### src/rtl/trng_conditioner.sv
// TRNG post-processing: Von Neumann debiasing, repetition-count health test,
// word packing and a small output FIFO with a valid/ready interface.
//
// state    | meaning
// ---------+------------------------------------------------
// P_FIRST  | waiting for the first bit of a raw pair (b0)
// P_SECOND | b0 held, next raw bit decides what is emitted
module trng_conditioner #(
  parameter int DATA_W     = 8,
  parameter int FIFO_DEPTH = 4,
  parameter int RC_CUTOFF  = 32
) (
  input  logic                             clk,
  input  logic                             n_reset,
  input  logic                             raw_bit,
  input  logic                             raw_valid,
  output logic [DATA_W-1:0]                out_data,
  output logic                             out_valid,
  input  logic                             out_ready,
  output logic [$clog2(FIFO_DEPTH+1)-1:0]  fifo_level,
  output logic                             overflow,
  output logic                             health_fail,
  input  logic                             clear_fail
);

  localparam int CW = $clog2(DATA_W);
  localparam int PW = $clog2(FIFO_DEPTH);
  localparam int LW = $clog2(FIFO_DEPTH + 1);
  localparam logic [7:0]    RC_MAX   = 8'(RC_CUTOFF);
  localparam logic [CW-1:0] LAST_IDX = CW'(DATA_W - 1);
  localparam logic [LW-1:0] FULL_LVL = LW'(FIFO_DEPTH);

  typedef enum logic {P_FIRST = 1'b0, P_SECOND = 1'b1} pair_t;

  pair_t             state, state_nx;
  logic              b0;
  logic              emit, emit_bit;
  logic [7:0]        rc_cnt, rc_next;
  logic              last_bit;
  logic              trip, sample;
  logic [DATA_W-2:0] acc;
  logic [DATA_W-1:0] acc_sh;
  logic [CW-1:0]     bit_cnt;
  logic              word_done;
  logic [DATA_W-1:0] mem [FIFO_DEPTH];
  logic [PW-1:0]     wr_ptr, rd_ptr;
  logic              full, pop, push_ok, flush;

  // Repetition count; the tripping sample itself never reaches the pair FSM.
  always_comb begin
    rc_next = rc_cnt;
    if (rc_cnt == 8'd0 || raw_bit != last_bit) rc_next = 8'd1;
    else if (rc_cnt != RC_MAX)                 rc_next = rc_cnt + 8'd1;
  end

  assign trip   = raw_valid && !health_fail && (rc_next == RC_MAX);
  assign sample = raw_valid && !health_fail && !trip;
  assign flush  = trip || health_fail;

  always_ff @(posedge clk or negedge n_reset) begin
    if (!n_reset) begin
      health_fail <= 1'b0;
      rc_cnt      <= 8'd0;
      last_bit    <= 1'b0;
    end else if (health_fail) begin
      if (clear_fail) begin
        health_fail <= 1'b0;
        rc_cnt      <= 8'd0;
      end
    end else if (raw_valid) begin
      rc_cnt      <= rc_next;
      last_bit    <= raw_bit;
      health_fail <= trip;
    end
  end

  always_ff @(posedge clk or negedge n_reset) begin
    if (!n_reset) state <= P_FIRST;
    else          state <= state_nx;
  end

  always_comb begin
    state_nx = state;
    if (flush)          state_nx = P_FIRST;
    else if (raw_valid) state_nx = (state == P_FIRST) ? P_SECOND : P_FIRST;
  end

  always_comb begin
    emit     = 1'b0;
    emit_bit = 1'b0;
    if (sample && state == P_SECOND && raw_bit != b0) begin
      emit     = 1'b1;
      emit_bit = b0;
    end
  end

  always_ff @(posedge clk or negedge n_reset) begin
    if (!n_reset)                         b0 <= 1'b0;
    else if (sample && state == P_FIRST) b0 <= raw_bit;
  end

  // Only DATA_W-1 bits are stored; the last bit goes straight into the pushed word.
  assign acc_sh    = {acc, emit_bit};
  assign word_done = emit && (bit_cnt == LAST_IDX);

  always_ff @(posedge clk or negedge n_reset) begin
    if (!n_reset) begin
      acc     <= '0;
      bit_cnt <= '0;
    end else if (flush) begin
      acc     <= '0;
      bit_cnt <= '0;
    end else if (emit) begin
      acc     <= acc_sh[DATA_W-2:0];
      bit_cnt <= word_done ? '0 : bit_cnt + 1'b1;
    end
  end

  assign full      = (fifo_level == FULL_LVL);
  assign out_valid = (fifo_level != '0) && !health_fail;
  assign pop       = out_valid && out_ready;
  assign push_ok   = word_done && (!full || pop);
  assign out_data  = mem[rd_ptr];

  always_ff @(posedge clk or negedge n_reset) begin
    if (!n_reset) begin
      for (int i = 0; i < FIFO_DEPTH; i++) mem[i] <= '0;
    end else if (push_ok) begin
      mem[wr_ptr] <= acc_sh;
    end
  end

  always_ff @(posedge clk or negedge n_reset) begin
    if (!n_reset) begin
      wr_ptr     <= '0;
      rd_ptr     <= '0;
      fifo_level <= '0;
      overflow   <= 1'b0;
    end else if (flush) begin
      wr_ptr     <= '0;
      rd_ptr     <= '0;
      fifo_level <= '0;
      overflow   <= 1'b0;
    end else begin
      overflow <= word_done && full && !pop;
      if (push_ok) wr_ptr <= wr_ptr + 1'b1;
      if (pop)     rd_ptr <= rd_ptr + 1'b1;
      case ({push_ok, pop})
        2'b10:   fifo_level <= fifo_level + 1'b1;
        2'b01:   fifo_level <= fifo_level - 1'b1;
        default: fifo_level <= fifo_level;
      endcase
    end
  end

endmodule

### config.mk
export PLATFORM = sky130hd
export DESIGN_NAME = trng_conditioner
export DESIGN_NICKNAME = d
export VERILOG_FILES = /design/src/rtl/trng_conditioner.sv
export SDC_FILE = /design/constraint.sdc
export NUM_CORES = 1
export LEC_CHECK = 0
export CAP_MARGIN = 20
export CORE_MARGIN = 8
export CORE_UTILIZATION = 23
export CTS_BUF_LIST = sky130_fd_sc_hd__clkbuf_4
export DETAILED_ROUTE_END_ITERATION = 10
export GPL_TIMING_DRIVEN = 0
export HOLD_SLACK_MARGIN = 0.1
export PLACE_DENSITY = 0.46
export SLEW_MARGIN = 40
export SYNTH_ARGS = -nofsm -noshare
export SYNTH_HDL_FRONTEND = slang
export SYNTH_SLANG_ARGS = --single-unit
### constraint.sdc
create_clock -name clk -period 9.4 [get_ports clk]
set_input_delay 1.41 -clock clk [delete_from_list [all_inputs] [get_ports clk]]
set_output_delay 1.41 -clock clk [all_outputs]
set_load 0.02 [all_outputs]
Yosys cells after proc, flatten, opt, wreduce, memory -nomap -nowiden
Cells that the tools add are included.
Storage, ports and cells
  logic and storage cells: 98
  output and inout port bits: 14
  register bits after elaboration: 62
  bits of input ports: 6
Cells by class
  multiplexer cells: 31
  bitwise operators: 4
  add/sub/neg operators: 6
  $lt $le $gt $ge: 3
  reduce and logical (&&, ||, !) cells: 30
  equality and inequality tests: 9
Operators with widths (count)
  8-bit two-way mux: 8
  32-bit bitwise mux: 1
  8-bit binary-select mux with 2-bit select: 1
  8-bit demux with 2-bit select: 1
  7-bit two-way mux: 2
  1-bit logical AND: 13
  3-bit two-way mux: 4
  2-bit nonzero test: 5
  1-bit two-way mux: 9
  8-bit by 1-bit adder with 8-bit output (second input constant): 1
  8-bit by 6-bit equality test with 1-bit output (second input constant): 1
  8-bit zero test: 1
  2-bit two-way mux: 4
  8-bit by 6-bit inequality test with 1-bit output (second input constant): 1
  3-bit by 1-bit adder with 3-bit output (second input constant): 2
  3-bit equality test (second input constant): 2
  3-bit greater-or-equal comparator (second input constant): 2
  2-bit inverter with 3-bit output: 2
  3-bit case mux with 2 select lines: 1
  3-bit nonzero test: 2
  2-bit by 1-bit adder with 2-bit output (second input constant): 2
  1-bit zero test: 4
  2-bit AND reduction: 2
  1-bit logical OR: 3
  other kinds (7): 9

Depth between registers and ports, before layout
Gate-level depths: netlist of the first run.
  word-level depth: 15
  gate-level depth with buffers: 11
  mapped depth without buffers: 11

Least setup slack after synthesis of the first run
Ideal clock, no wire load.
  path type: input to register
  from: input raw_bit
  to: register fifo_level[2]
  setup slack: 5579 ps
  arrival: 3697 ps
  path buffers: 0
  library setup time: 125 ps
  required time: 9275 ps
  cell stages on the path: 9
  cells stage by stage: xnor2_1 -> nand2b_1 -> a2111o_1 -> o311a_4 -> a21oi_2 -> inv_1 -> fa_1 -> mux2i_1 -> mux2_2
On the way
  word-level cells in the longest chain between the ends: 15
RTL lines
  from (decl): line 15  | input logic raw_bit,
  1-bit inequality test: line 52  | if (rc_cnt == 8'd0 || raw_bit != last_bit) rc_next = 8'd1;
  1-bit logical OR: line 52
  8-bit two-way mux: line 52
  8-bit by 6-bit equality test with 1-bit output: line 56  | assign trip = raw_valid && !health_fail && (rc_next == RC_MAX);
  1-bit logical AND: line 56
  1-bit zero test: line 57  | assign sample = raw_valid && !health_fail && !trip;
  1-bit logical AND: line 57
  1-bit logical AND (2 in series): line 91  | if (sample && state == P_SECOND && raw_bit != b0) begin
  1-bit two-way mux: line 91
  1-bit logical AND: line 104  | assign word_done = emit && (bit_cnt == LAST_IDX);
  1-bit logical AND: line 122  | assign push_ok = word_done && (!full || pop);
  2-bit by 1-bit equality test with 1-bit output / 2-bit equality test (equally long branches): line 148  | case ({push_ok, pop})
  3-bit case mux with 2 select lines: line 148
  3-bit two-way mux: line 139  | end else if (flush) begin
  to (signal assigned): line 149  | 2'b10: fifo_level <= fifo_level + 1'b1;
  to (signal assigned): line 150  | 2'b01: fifo_level <= fifo_level - 1'b1;
  to (signal assigned): line 151  | default: fifo_level <= fifo_level;
  to (decl): line 20  | output logic [$clog2(FIFO_DEPTH+1)-1:0] fifo_level,
Parallel ways exist; a longest one is shown, timed or not.
A chain may end at the register's enable or synchronous reset.

Worst setup path in the final report of the first run
Ends and elaborated chain as after synthesis.

==> impl_metrics.ini, run 1 <==
[outcome]
status = finished clean

[clock_network]
latest_clock_arrival_within_the_worst_skew_pair_ns = 0.42
cts_hold_buf = 0
cts_inserted_buffers = 9
cts_sinks = 62
cts-root-to-sink-buffers = 2
cts-resized-gates = 0
worst_setup_hold_path_clk_slew_ns = 0.11
clock_h_tree_levels = 3
cts_root_buf = sky130_fd_sc_hd__clkbuf_4
cts_tree = done
cts_setup_buffers = 0

[worst_setup_path]
worstPathMaxFanout = 6
timing.critical_path.from_type = input pin
crit_path_cell_trace = clkdlybuf4s50_1 > xnor2_1 > nand2b_1 > a2111o_1 > o311a_4 > a21oi_2 > inv_1 > fa_1 > mux2i_1 > mux2_2
classification_of_the_worst_setup_path = input pin to flop
r2r-start = rc_cnt[0]
critical_path.max_stage_delay_ns = 0.53
cp_data_required_time_ns = 9.71
worst_ep_arrival_time_ns = 4.48
worst_path_max_delay_cell = sky130_fd_sc_hd__clkdlybuf4s50_1
cp-startpoint = raw_bit
critical_path.endpoint_type = flop

[detailed_routing]
detailed_router_iteration_count_before_antenna_repair = 4
route.detailed.drc = 0
detail_route.vias_per_cell = 4.294
num_vias = 1958
detailedRoute.firstIterationViolations = 129
ant_nets = 0
wire_per_inst_um = 13.91
drt-total-wl_um = 6341

[sta]
setup_viol = 0
skew_ns = 0.02136
maximum_achievable_frequency_mhz = 239.8
timing.final.hold_violations = 0
setup_total_negative_slack_ns = 0
report.final.slew_viol_count = 0
period_minus_slack_ns = 4.170
tightestPinTransition_ns = 0.6965
timing.slew.headroom = 0.5356
unrepaired_setup_endpoints_after_global_routing = false
min_period_over_period = 0.4436

[hold_path]
timing.hold.worst.start = mem[7]
timing.hold.worst.class = flop to flop

[synthesis]
synth-warning-count = 0
synth_enable_flop_cells = 0
yosysSeqAreaShare = 0.5004
mappedNetlistNets = 258
yosysUniqueCellTypes = 51
synth_top_cell_area_share = 0.5004
seq_cells_post_synth = 62
syn_area_um2 = 3100
dominant_cells_by_area_after_synthesis = sky130_fd_sc_hd__dfrtp_1, sky130_fd_sc_hd__mux2_1, sky130_fd_sc_hd__mux4_2, sky130_fd_sc_hd__ha_1, sky130_fd_sc_hd__a22o_1
ys.flop_type = sky130_fd_sc_hd__dfrtp_1
syn-mean-instance-area_um2 = 12.76
synthCells = 243
synth.largest_area_cell = sky130_fd_sc_hd__dfrtp_1
synth_async_sr_flop_share = 1.000

[finish]
areaGrowthSynthToFinish_pct = 18.00
final_layout_size_suffix_gt1_frac = 0.1577
combined_area_of_the_multi_input_logic_cells_um2 = 1481
final_net_count = 289
finish.utilization = 0.2774
sequential_cell_area_um2 = 1551
stdcell_count = 456
final.fill_count = 1351

[placed_design]
buffer_ports.inserted = 19
detailed_placer_s_ending_hpwl_um = 4417
dpl.cell_count = 439
global_placement_routability_congestion = 0.7448

[die]
die_outline_width_um = 132.1
core_area_um2 = 13190
floorplan_die_area_um2 = 17450
start_util = 0.2351
floorplan_row_count = 42
top_level_ports = 20
die_height_um = 132.1

[grt]
grt_use_total = 0.08072
first_pass_grt_wire_length_um = 11140
number_of_global_route_vias_before_repair = 2172
pin_count_of_the_biggest_net_entering_global_routing = 33
grt_remaining_overflow = 0
initial_antenna_violation_count = 1

[run]
max-cap-violations = 0

[pwr]
peakVddDrop_uv = 48.61
power.density_cell_area_nw_per_um2 = 195.5
total_leakage_power_uw = 0.001645
power breakdown:
part,internal (uW),leakage (uW),switching [uW],total [uW]
Combinational,96.6,0.000745,106,203
Sequential,305,0.000836,39.8,345
Clock,56.8,0.0000633,111,168
Total,459,0.00164,257,715
cells in the final DEF, fill, tap and decap left out, drive strengths merged, types with 3 or more instances in the layout:
master	synthesis	routed
buf	2	4
clkdlybuf4s50	0	18
xor2	3	3
mux4	8	8
a22o	10	10
clkbuf	3	12
xnor2	4	4
nand2b	3	3
nand2	19	19
nor2	18	18
dfrtp	62	62
ha	8	8
mux2	35	35
inv	11	14
o21ai	9	9
nand3	6	6
a21oi	6	6
and2	3	3
or3	4	4
critical path: cells and delay by family:
kind / cells / cell delay [ns]
AO/OA/AOI/OAI: 3 / 1.08
buffers and inverters: 2 / 0.61
multiplexers: 2 / 0.50
XOR/XNOR: 1 / 0.39
adder cells (fa/ha/maj): 1 / 0.38
AND/OR/NAND/NOR: 1 / 0.09
per-layer routing:
metal	global-route usage	vias to the layer above	wire length [um]
met2	0.1347	11	3186
met3	0.01677	10	120
met5	0	-	0
li1	-	952	-
met1	0.09380	985	2894
met4	0.04786	0	140
per-stage QoR:
step / power (uW) / worst slack [ns] / hold slack (ns) / instance area [um^2]
5_1_grt: 770.6 / 5.077 / 0.5223 / 3659
3_3_place_gp: 554.0 / 4.681 / 0.4684 / 3511
6_report: 715.3 / 5.230 / 0.5002 / 3659
4_1_cts: 732.6 / 5.253 / 0.5036 / 3656
3_5_place_dp: 559.4 / 4.780 / 0.4762 / 3533
2_1_floorplan: 486.0 / 5.579 / 0.4587 / 3100
synthesized netlist by cell type (2+ instances only):
cell,n
sky130_fd_sc_hd__nand2_8,4
sky130_fd_sc_hd__a21oi_1,5
sky130_fd_sc_hd__mux2i_1,2
sky130_fd_sc_hd__and3_1,2
sky130_fd_sc_hd__mux4_2,8
sky130_fd_sc_hd__xor2_1,3
sky130_fd_sc_hd__nor2b_1,2
sky130_fd_sc_hd__a31oi_1,2
sky130_fd_sc_hd__a22o_1,10
sky130_fd_sc_hd__nand2_1,14
sky130_fd_sc_hd__xnor2_1,4
sky130_fd_sc_hd__mux2_1,33
sky130_fd_sc_hd__and2_1,3
sky130_fd_sc_hd__nand2b_1,3
sky130_fd_sc_hd__nor3_1,2
sky130_fd_sc_hd__dfrtp_1,62
sky130_fd_sc_hd__ha_1,8
sky130_fd_sc_hd__clkbuf_1,3
sky130_fd_sc_hd__nand3_1,5
sky130_fd_sc_hd__mux2_2,2
sky130_fd_sc_hd__or3_1,3
sky130_fd_sc_hd__inv_1,11
sky130_fd_sc_hd__nor2_1,17
sky130_fd_sc_hd__o21ai_0,8
kinds of logic after synthesis:
kind of cell,synth area share
mux,0.1917
compound gates,0.09847
simple gates,0.1291
xor+xnor,0.01977
flops,0.5004
buf+inv,0.02179
fa+ha+maj,0.03874
area by class of cell:
cell class | count | share of cell area
plain buffers | 5 | 0.007524
repair buffers | 20 | 0.05780
inverters | 11 | 0.01129
well taps | 176 | 0.06019
clock buffers | 9 | 0.01847
multi-input cells | 165 | 0.4049
clock inverters | 7 | 0.01505
flip-flops and latches | 62 | 0.4241
diodes | 1 | 0.0006840
state kept, by name, summed over array words and instances (netlist names):
register	flops
state	1
acc	7
last_bit	1
rc_cnt	8
rd_ptr	2
fifo_level	3
bit_cnt	3
b0	1
health_fail	1
wr_ptr	2
mem	32
overflow	1
worst paths after layout:
kind                                  to  cells after the start  slack, ns
max                        fifo_level[2]                     10       5.23
min                               mem[7]                      1       0.50
min reg2reg                       mem[7]                      1       0.50
min in group asynchronous        mem[25]                      1       0.85
max reg2reg                fifo_level[2]                     11       6.10
max in group asynchronous     bit_cnt[2]                      2       8.08
(Power assumes the default switching activity.)
==> inputs of run 2 (changes only) <==
- clock period: 9.4 -> 4 ns (I/O delays scaled with it)
==> run 2 against run 1 <==
Net effect: wire length grew 0.16%; clock power grew 130%; setup slack lost 4.6 ns; cell count grew 0.22%; hold slack is essentially flat; core utilization grew 0.076 points; via count grew 0.36%; combinational power grew 140%; critical path depth is the same; power grew 140%; global-route usage is essentially flat; sequential power grew 140%; critical path type unchanged; largest power group unchanged.
==> impl_metrics.ini, run 2 (synthesis gave the netlist of run 1 again) <==
[hold_path]
worst_hold_path_cell_count = 1
timing.hold.worst.class = flop to flop
holdPathEnd = mem[7]
timing.hold.worst.start = mem[7]

[detailed_routing]
ant_nets = 0
detailed_router_iteration_count_before_antenna_repair = 4
route.detailed.drc = 0
drt-total-wl_um = 6351
detail_route.vias_per_cell = 4.300
wire_per_inst_um = 13.90
detailedRoute.firstIterationViolations = 118
num_vias = 1965

[worst_setup_path]
regToRegSetupSlack_ns = 0.70
worst_reg2reg_endpoint = fifo_level[2]
classification_of_the_worst_setup_path = input pin to flop
r2r-start = rc_cnt[0]
worst-r2r-cell-count = 11
cp_data_required_time_ns = 4.32
critical_path.endpoint_type = flop
worstPathMaxFanout = 6
worst_ep_arrival_time_ns = 3.67
timing.critical_path.from_type = input pin

[sta]
setup_total_negative_slack_ns = 0
unrepaired_setup_endpoints_after_global_routing = false
min_period_over_period = 0.8392
period_minus_slack_ns = 3.357
whs_ns = 0.5004
setup_viol = 0
report.final.slew_viol_count = 0
maximum_achievable_frequency_mhz = 297.9
post-route-worst-setup-slack_ns = 0.6432
skew_ns = 0.02142
timing.final.hold_violations = 0
timing.slew.headroom = 0.5396
tightestPinTransition_ns = 0.6906

[finish]
max_flop_register = mem
final.fill_count = 1353
final_layout_size_suffix_gt1_frac = 0.1571
sequential_cell_area_um2 = 1551
mostFrequentLayoutCell = sky130_fd_sc_hd__dfrtp_1
final_cell_area_um2 = 3669
layout.cells.most_common_list = sky130_fd_sc_hd__dfrtp_1, sky130_fd_sc_hd__mux2_1, sky130_fd_sc_hd__clkdlybuf4s50_1, sky130_fd_sc_hd__nor2_1, sky130_fd_sc_hd__nand2_1
combined_area_of_the_multi_input_logic_cells_um2 = 1481
largest_reg_flops = 32
final_net_count = 290
finish.utilization = 0.2781
top_regs = mem (32), rc_cnt (8), acc (7)
areaGrowthSynthToFinish_pct = 18.32

[grt]
grt_use_total = 0.08080
number_of_global_route_vias_before_repair = 2175
initial_antenna_violation_count = 1
grt_remaining_overflow = 0
pin_count_of_the_biggest_net_entering_global_routing = 33
first_pass_grt_wire_length_um = 11150

[clock_network]
cts_sinks = 62
cts_root_buf = sky130_fd_sc_hd__clkbuf_4
cts_inserted_buffers = 9
cts-root-to-sink-buffers = 2
latest_clock_arrival_within_the_worst_skew_pair_ns = 0.43
clock_h_tree_levels = 3
worst_setup_hold_path_clk_slew_ns = 0.11
cts-resized-gates = 0
cts_tree = done
cts_hold_buf = 1
cts_setup_buffers = 0

[die]
floorplan_die_area_um2 = 17450
die_height_um = 132.1
floorplan_row_count = 42
die_outline_width_um = 132.1
core_area_um2 = 13190
start_util = 0.2351
top_level_ports = 20

[pwr]
total_leakage_power_uw = 0.001649
peakVddDrop_uv = 114.2
power.density_cell_area_nw_per_um2 = 458.7

[placed_design]
detailed_place.area_um2 = 3533
global_placement_routability_congestion = 0.7448
buffer_ports.inserted = 19
place_ws_ns = 0.1895
detailed_placer_s_ending_hpwl_um = 4417

[outcome]
status = finished clean

[run]
max-cap-violations = 0
run 2: cell types whose count changed in the layout (fill, tap and decap cells not counted), sizes merged:
| cell | before | now |
|---|---|---|
| dlygate4sd3 | 0 | 1 |
run 2: stage by stage:
| stage | power, uW | instances |
|---|---|---|
| after global placement | 1302 | 438 |
| final | 1683 | 457 |
| after detailed placement | 1315 | 439 |
| after CTS | 1723 | 456 |
| after floorplan | 1142 | 243 |
| after global routing | 1812 | 457 |
run 2: area by class of cell:
class,count,share of cell area
Timing Repair Buffer,21,0.06037
Tap cell,176,0.06003
Clock buffer,9,0.01842
Sequential cell,62,0.4229
Multi-Input combinational cell,165,0.4038
Clock inverter,7,0.01501
Inverter,11,0.01126
Buffer,5,0.007503
Antenna cell,1,0.0006821
run 2: where the power goes:
group          total [uW]  switching [uW]  leakage (uW)  internal, uW
Clock                 394             261     0.0000633           133
Combinational         478             250      0.000749           228
Sequential            811            93.6      0.000836           717
run 2: worst max-delay path, stage by stage:
cell	delay [ns]
sky130_fd_sc_hd__clkdlybuf4s50_1	0.53
sky130_fd_sc_hd__xnor2_1	0.39
sky130_fd_sc_hd__nand2b_1	0.09
sky130_fd_sc_hd__a2111o_1	0.42
sky130_fd_sc_hd__o311a_4	0.41
sky130_fd_sc_hd__a21oi_2	0.25
sky130_fd_sc_hd__inv_1	0.08
sky130_fd_sc_hd__fa_1	0.38
sky130_fd_sc_hd__mux2i_1	0.16
sky130_fd_sc_hd__mux2_2	0.34
run 2: worst max-delay path by stage:
stage                     startpoint             to  slack (ns)  cells after the start
final                        raw_bit  fifo_level[2]        0.64                     10
after global placement       n_reset      rc_cnt[5]        0.09                      1
after floorplan            rc_cnt[0]  fifo_level[2]        0.95                     11
after detailed placement     raw_bit  fifo_level[2]        0.19                     10
after global routing         raw_bit  fifo_level[2]        0.49                     10
after CTS                    raw_bit  fifo_level[2]        0.66                     10
run 2: per-layer routing:
metal,wire length (um),vias to the layer above,track usage
met5,0,-,0
met4,146,0,0.04786
met3,119,11,0.01677
met2,3194,11,0.1347
met1,2890,989,0.09403
li1,-,954,-
==> inputs of run 3 (changes only) <==
- clock period: 4 -> 3.2 ns (I/O delays scaled with it)
==> run 3 against run 2 <==
Net effect: clock power rose by 25%; critical path depth increased by 1; largest power group unchanged; largest cell class unchanged; cell count increased by 0.88%; hold slack worse by 0.014 ns.
==> impl_metrics.ini, run 3 (synthesis gave the netlist of run 1 again) <==
[outcome]
status = finished clean

[sta]
setup_total_negative_slack_ns = 0
min_period_over_period = 0.9655
tightestPinTransition_ns = 0.6998
timing.final.hold_violations = 0
whs_ns = 0.4868
period_minus_slack_ns = 3.090
skew_ns = 0.02090
report.final.slew_viol_count = 0
timing.slew.headroom = 0.5334
maximum_achievable_frequency_mhz = 323.7
setup_viol = 0

[pwr]
power.density_cell_area_nw_per_um2 = 571.1
total_leakage_power_uw = 0.001677
finalPower_uw = 2132
peakVddDrop_uv = 142.7

[die]
core_area_um2 = 13190
top_level_ports = 20
die_outline_width_um = 132.1
floorplan_die_area_um2 = 17450
start_util = 0.2351
die_height_um = 132.1
floorplan_row_count = 42

[detailed_routing]
drt-total-wl_um = 6500
num_vias = 1979
detail_route.vias_per_cell = 4.293
ant_nets = 0
wire_per_inst_um = 14.10
detailed_router_iteration_count_before_antenna_repair = 5
detailedRoute.firstIterationViolations = 102
route.detailed.drc = 0

[hold_path]
timing.hold.worst.class = input pin to asynchronous set/reset pin

[clock_network]
clock_h_tree_levels = 3
latest_clock_arrival_within_the_worst_skew_pair_ns = 0.42
cts_tree = done
worst_setup_hold_path_clk_slew_ns = 0.13
cts_inserted_buffers = 9
cts-root-to-sink-buffers = 2
cts_sinks = 62
cts_root_buf = sky130_fd_sc_hd__clkbuf_4

[finish]
final.fill_count = 1346
layout.cells.most_common_list = sky130_fd_sc_hd__dfrtp_1, sky130_fd_sc_hd__mux2_1, sky130_fd_sc_hd__clkdlybuf4s50_1, sky130_fd_sc_hd__nor2_1, sky130_fd_sc_hd__nand2_1
combined_area_of_the_multi_input_logic_cells_um2 = 1505
final_net_count = 294
top_regs = mem (32), rc_cnt (8), acc (7)
max_flop_register = mem
largest_reg_flops = 32
areaGrowthSynthToFinish_pct = 20.38
stdcell_count = 461
mostFrequentLayoutCell = sky130_fd_sc_hd__dfrtp_1
final_layout_size_suffix_gt1_frac = 0.1937
sequential_cell_area_um2 = 1558

[grt]
grt_remaining_overflow = 0
first_pass_grt_wire_length_um = 11220
number_of_global_route_vias_before_repair = 2190
grt_use_total = 0.08137
pin_count_of_the_biggest_net_entering_global_routing = 33
initial_antenna_violation_count = 1

[worst_setup_path]
worst-r2r-cell-count = 11
worst_ep_arrival_time_ns = 3.40
cp_data_required_time_ns = 3.51
classification_of_the_worst_setup_path = flop to flop
timing.critical_path.from_type = flop
critical_path.endpoint_type = flop
regToRegSetupSlack_ns = 0.11
r2r-start = rc_cnt[0]
worst_reg2reg_endpoint = fifo_level[2]
worstPathMaxFanout = 6

[run]
max-cap-violations = 0

[placed_design]
buffer_ports.inserted = 19
detailed_placer_s_ending_hpwl_um = 4417
dpl.cell_count = 439
global_placement_routability_congestion = 0.7448
-- run 3: changes by cell type in the layout (fill, tap and decap cells not counted), sizes merged --
cell,previous run,this run
buf,4,9
clkbuf,12,11
-- run 3: critical path: stages, from the launching register on --
cell and delay, ns:
sky130_fd_sc_hd__dfrtp_2 0.43, sky130_fd_sc_hd__inv_1 0.06, sky130_fd_sc_hd__ha_1 0.20, sky130_fd_sc_hd__nor4b_4 0.14, sky130_fd_sc_hd__and2_1 0.20, sky130_fd_sc_hd__o32a_1 0.39
sky130_fd_sc_hd__o311a_4 0.44, sky130_fd_sc_hd__a21oi_4 0.19, sky130_fd_sc_hd__inv_1 0.07, sky130_fd_sc_hd__fa_1 0.37, sky130_fd_sc_hd__mux2i_1 0.16, sky130_fd_sc_hd__mux2_2 0.34
-- run 3: worst max path at each step --
stage,slack (ns),cells after the start,end,start
floorplan,0.15,11,fifo_level[2],rc_cnt[0]
global placement,-0.59,1,rc_cnt[5],n_reset
detailed placement,-0.49,10,fifo_level[2],raw_bit
CTS,0.03,11,fifo_level[2],rc_cnt[1]
global route,-0.02,11,fifo_level[2],rc_cnt[0]
finish,0.11,11,fifo_level[2],rc_cnt[0]
-- run 3: per-stage QoR --
stage               worst slack [ns]  area [um^2]    util
floorplan                     0.1469         3100       -
global placement             -0.5890         3511  0.2662
detailed placement           -0.4905         3533  0.2679
CTS                          0.02763         3691  0.2798
global route                -0.01577         3732  0.2830
finish                        0.1104         3732  0.2830
-- run 3: where the power goes --
group          total, uW  switching [uW]  internal (uW)
combinational        627             324            303
clock                492             325            167
sequential          1010             115            898
total               2130             764           1370
-- run 3: layout make-up --
cell class                 instances  share of cell area
sequential                        62              0.4174
multi-input combinational        165              0.4033
timing repair buffer              26             0.06939
tap                              176             0.05900
clock buffer                       9             0.01810
clock inverter                     7             0.01475
inverter                          11             0.01106
buffer                             4            0.006369
antenna                            1           0.0006705
-- run 3: what timing repair did --
item / 4_1_cts / 5_1_grt
pin swaps: 0 / 1
gates resized for setup: 3 / 5
cloned: 0 / 0
buffers inserted: 2 / 3
hold endpoints to repair: 30 / 0
setup endpoints to repair: 1 / 1
hold buffers: 1 / 0
-- run 3: routing by layer --
layer / track usage / part of all wire
met5: 0 / 0
met4: 0.04786 / 0.022
met3: 0.01677 / 0.018
met2: 0.1364 / 0.51
met1: 0.09428 / 0.45
==> patch (config.mk and constraints of run 2) <==
The parameter `RC_CUTOFF` goes from 32 to 16.
--- a/src/rtl/trng_conditioner.sv
+++ b/src/rtl/trng_conditioner.sv
@@ -8,7 +8,7 @@
 module trng_conditioner #(
   parameter int DATA_W     = 8,
   parameter int FIFO_DEPTH = 4,
-  parameter int RC_CUTOFF  = 32
+  parameter int RC_CUTOFF  = 16
 ) (
   input  logic                             clk,
   input  logic                             n_reset,
Check against the original RTL: no difference found for any inputs over 10 cycles, from zero or initial values and one cycle with n_reset low; that may be too few to reach the edited logic, so the function may still have changed.
==> patch against run 2 <==
- register-to-register slack got worse by 0.03 ns
- sequential cell count did not move
- wire length rose by 10%
- power rose by 4.2%
- setup slack improved by 0.028 ns
- largest cell class unchanged
- cell area rose by 3.0%
- die area rose by 2.9%
- area after synthesis rose by 3.3%
==> patch: results (changes against run 2) <==
status=finished clean; compound-gate portion of the synthesized area=0.111 (+0.0120); H-tree level count=3 (unchanged); Synthesized Nets=281 (+8.9%); Root Driver=clkbuf_4; fillers=1454 (+7.5%); max incr delay on CP=0.48 ns (-0.05 ns); synth top area cells=dfrtp_1, mux2_2, mux4_2; number of global-route vias before repair=2238 (+2.9%); Reg2Reg Depth=13 (+2); peak supply drop=0.137 mV (+20%); final WL=6990 µm (+10%); post-synthesis adder-cell area fraction=0.0375 (-0.00126); cells after synthesis=266 (+9.5%); per-cell routed wire length=14.5 µm (+4.3%); RePlAce Congestion=0.813 (+9.1%); Synth cell types=52 (+2.0%); global-route wire length before repair=11800 µm (+5.9%); worst hold margin=0.132 ns (-0.369 ns); setup skew after layout=0.0173 ns (-0.00410 ns); # diodes=0 (-1); most instantiated cells after synthesis=dfrtp_1, mux2_2, nor2_1; Via density=4.47 (+3.9%); placed cells=466 (+6.2%); Clock Latency Late Sink=0.41 ns (-0.02 ns); initial antenna violation count=0 (-1); worst-path cell with the longest stage delay=dfrtp_1; r2r endpoint=fifo_level[1]; fraction of layout cells with a size suffix above 1=0.285 (+0.128); Global Route met3 Usage=0.0344 (+0.0176); worst-path fanout max=8 (+2); HP Class=in -> async; GR Util met1=0.102 (+0.00761); worst-margin pin slew=0.723 ns (+0.0320 ns); GRT Total Usage=0.0838 (+0.00300); GR Layer Usage met2=0.132 (-0.00231); worst reg-to-reg setup slack=0.67 ns (-0.03 ns); largest net degree at the start of global routing=34 (+3.0%); multiplexer share of the synthesized area=0.179 (-0.0129); Layout Nets=312 (+7.6%); XOR/XNOR share of the synthesized area=0.0242 (+0.00444); Seq/Total Area, Yosys=0.484 (-0.0162); biggest regs=mem x32, rc_cnt x8, acc x7; CTS max path bufs=2 (unchanged); DR iter-0 viols=107 (-9.3%); first-pass iteration count of the detailed router=4 (unchanged); Synth warnings=0 (unchanged); arrival time worst endpoint=3.67 ns (about the same); Pleak=1.67 nW (+1.3%); number of buffers added for setup after CTS=0 (unchanged); dpl hpwl=4710 µm (+6.7%)
-- patch: worst max-delay path by stage --
stage / from / endpoint
after floorplan: rc_cnt[0] / fifo_level[1]
after global routing: rc_cnt[0] / fifo_level[1]
after CTS: rc_cnt[0] / fifo_level[1]
after detailed placement: raw_bit / fifo_level[1]
after global placement: n_reset / rc_cnt[2]
final: rc_cnt[0] / fifo_level[1]
-- patch: stage by stage --
stage	utilization	area, µm²	setup WS, ns	total power, mW
CTS	0.276	3780	0.647	1.80
global placement	0.264	3620	0.133	1.31
finish	0.276	3780	0.671	1.75
global route	0.276	3780	0.505	1.88
detailed placement	0.265	3640	0.230	1.33
floorplan	-	3200	0.961	1.16
-- patch: power by group --
| part | internal [mW] | leakage (nW) | switching (mW) |
|---|---|---|---|
| Sequential | 0.715 | 0.835 | 0.0980 |
| Clock | 0.191 | 0.0662 | 0.254 |
| Combinational | 0.238 | 0.769 | 0.258 |
| Total | 1.14 | 1.67 | 0.610 |
-- patch: cell families after synthesis --
kind of cell	count (synthesis)
xor+xnor	8
fa+ha+maj	9
mux	43
flops	62
simple gates	74
buf+inv	23
compound gates	47
-- patch: area by class of cell --
type | count | area share
sequential | 62 | 0.410
multi-input combinational | 181 | 0.405
tap | 180 | 0.0596
timing repair buffer | 20 | 0.0549
buffer | 13 | 0.0222
clock inverter | 7 | 0.0195
clock buffer | 9 | 0.0179
inverter | 10 | 0.00993
-- patch: critical path, delay by kind of cell, from the launching register on --
| family | cells | cell delay (ns) |
|---|---|---|
| compound gates | 7 | 1.38 |
| fa+ha+maj | 2 | 0.65 |
| buf+inv | 1 | 0.11 |
| flops | 1 | 0.48 |
| simple gates | 3 | 0.64 |
-- patch: layer usage --
layer,wire (µm),vias to the layer above
met2,3300,26
met1,3310,1095
met3,295,5
met4,73,0
li1,-,1027
met5,0,-
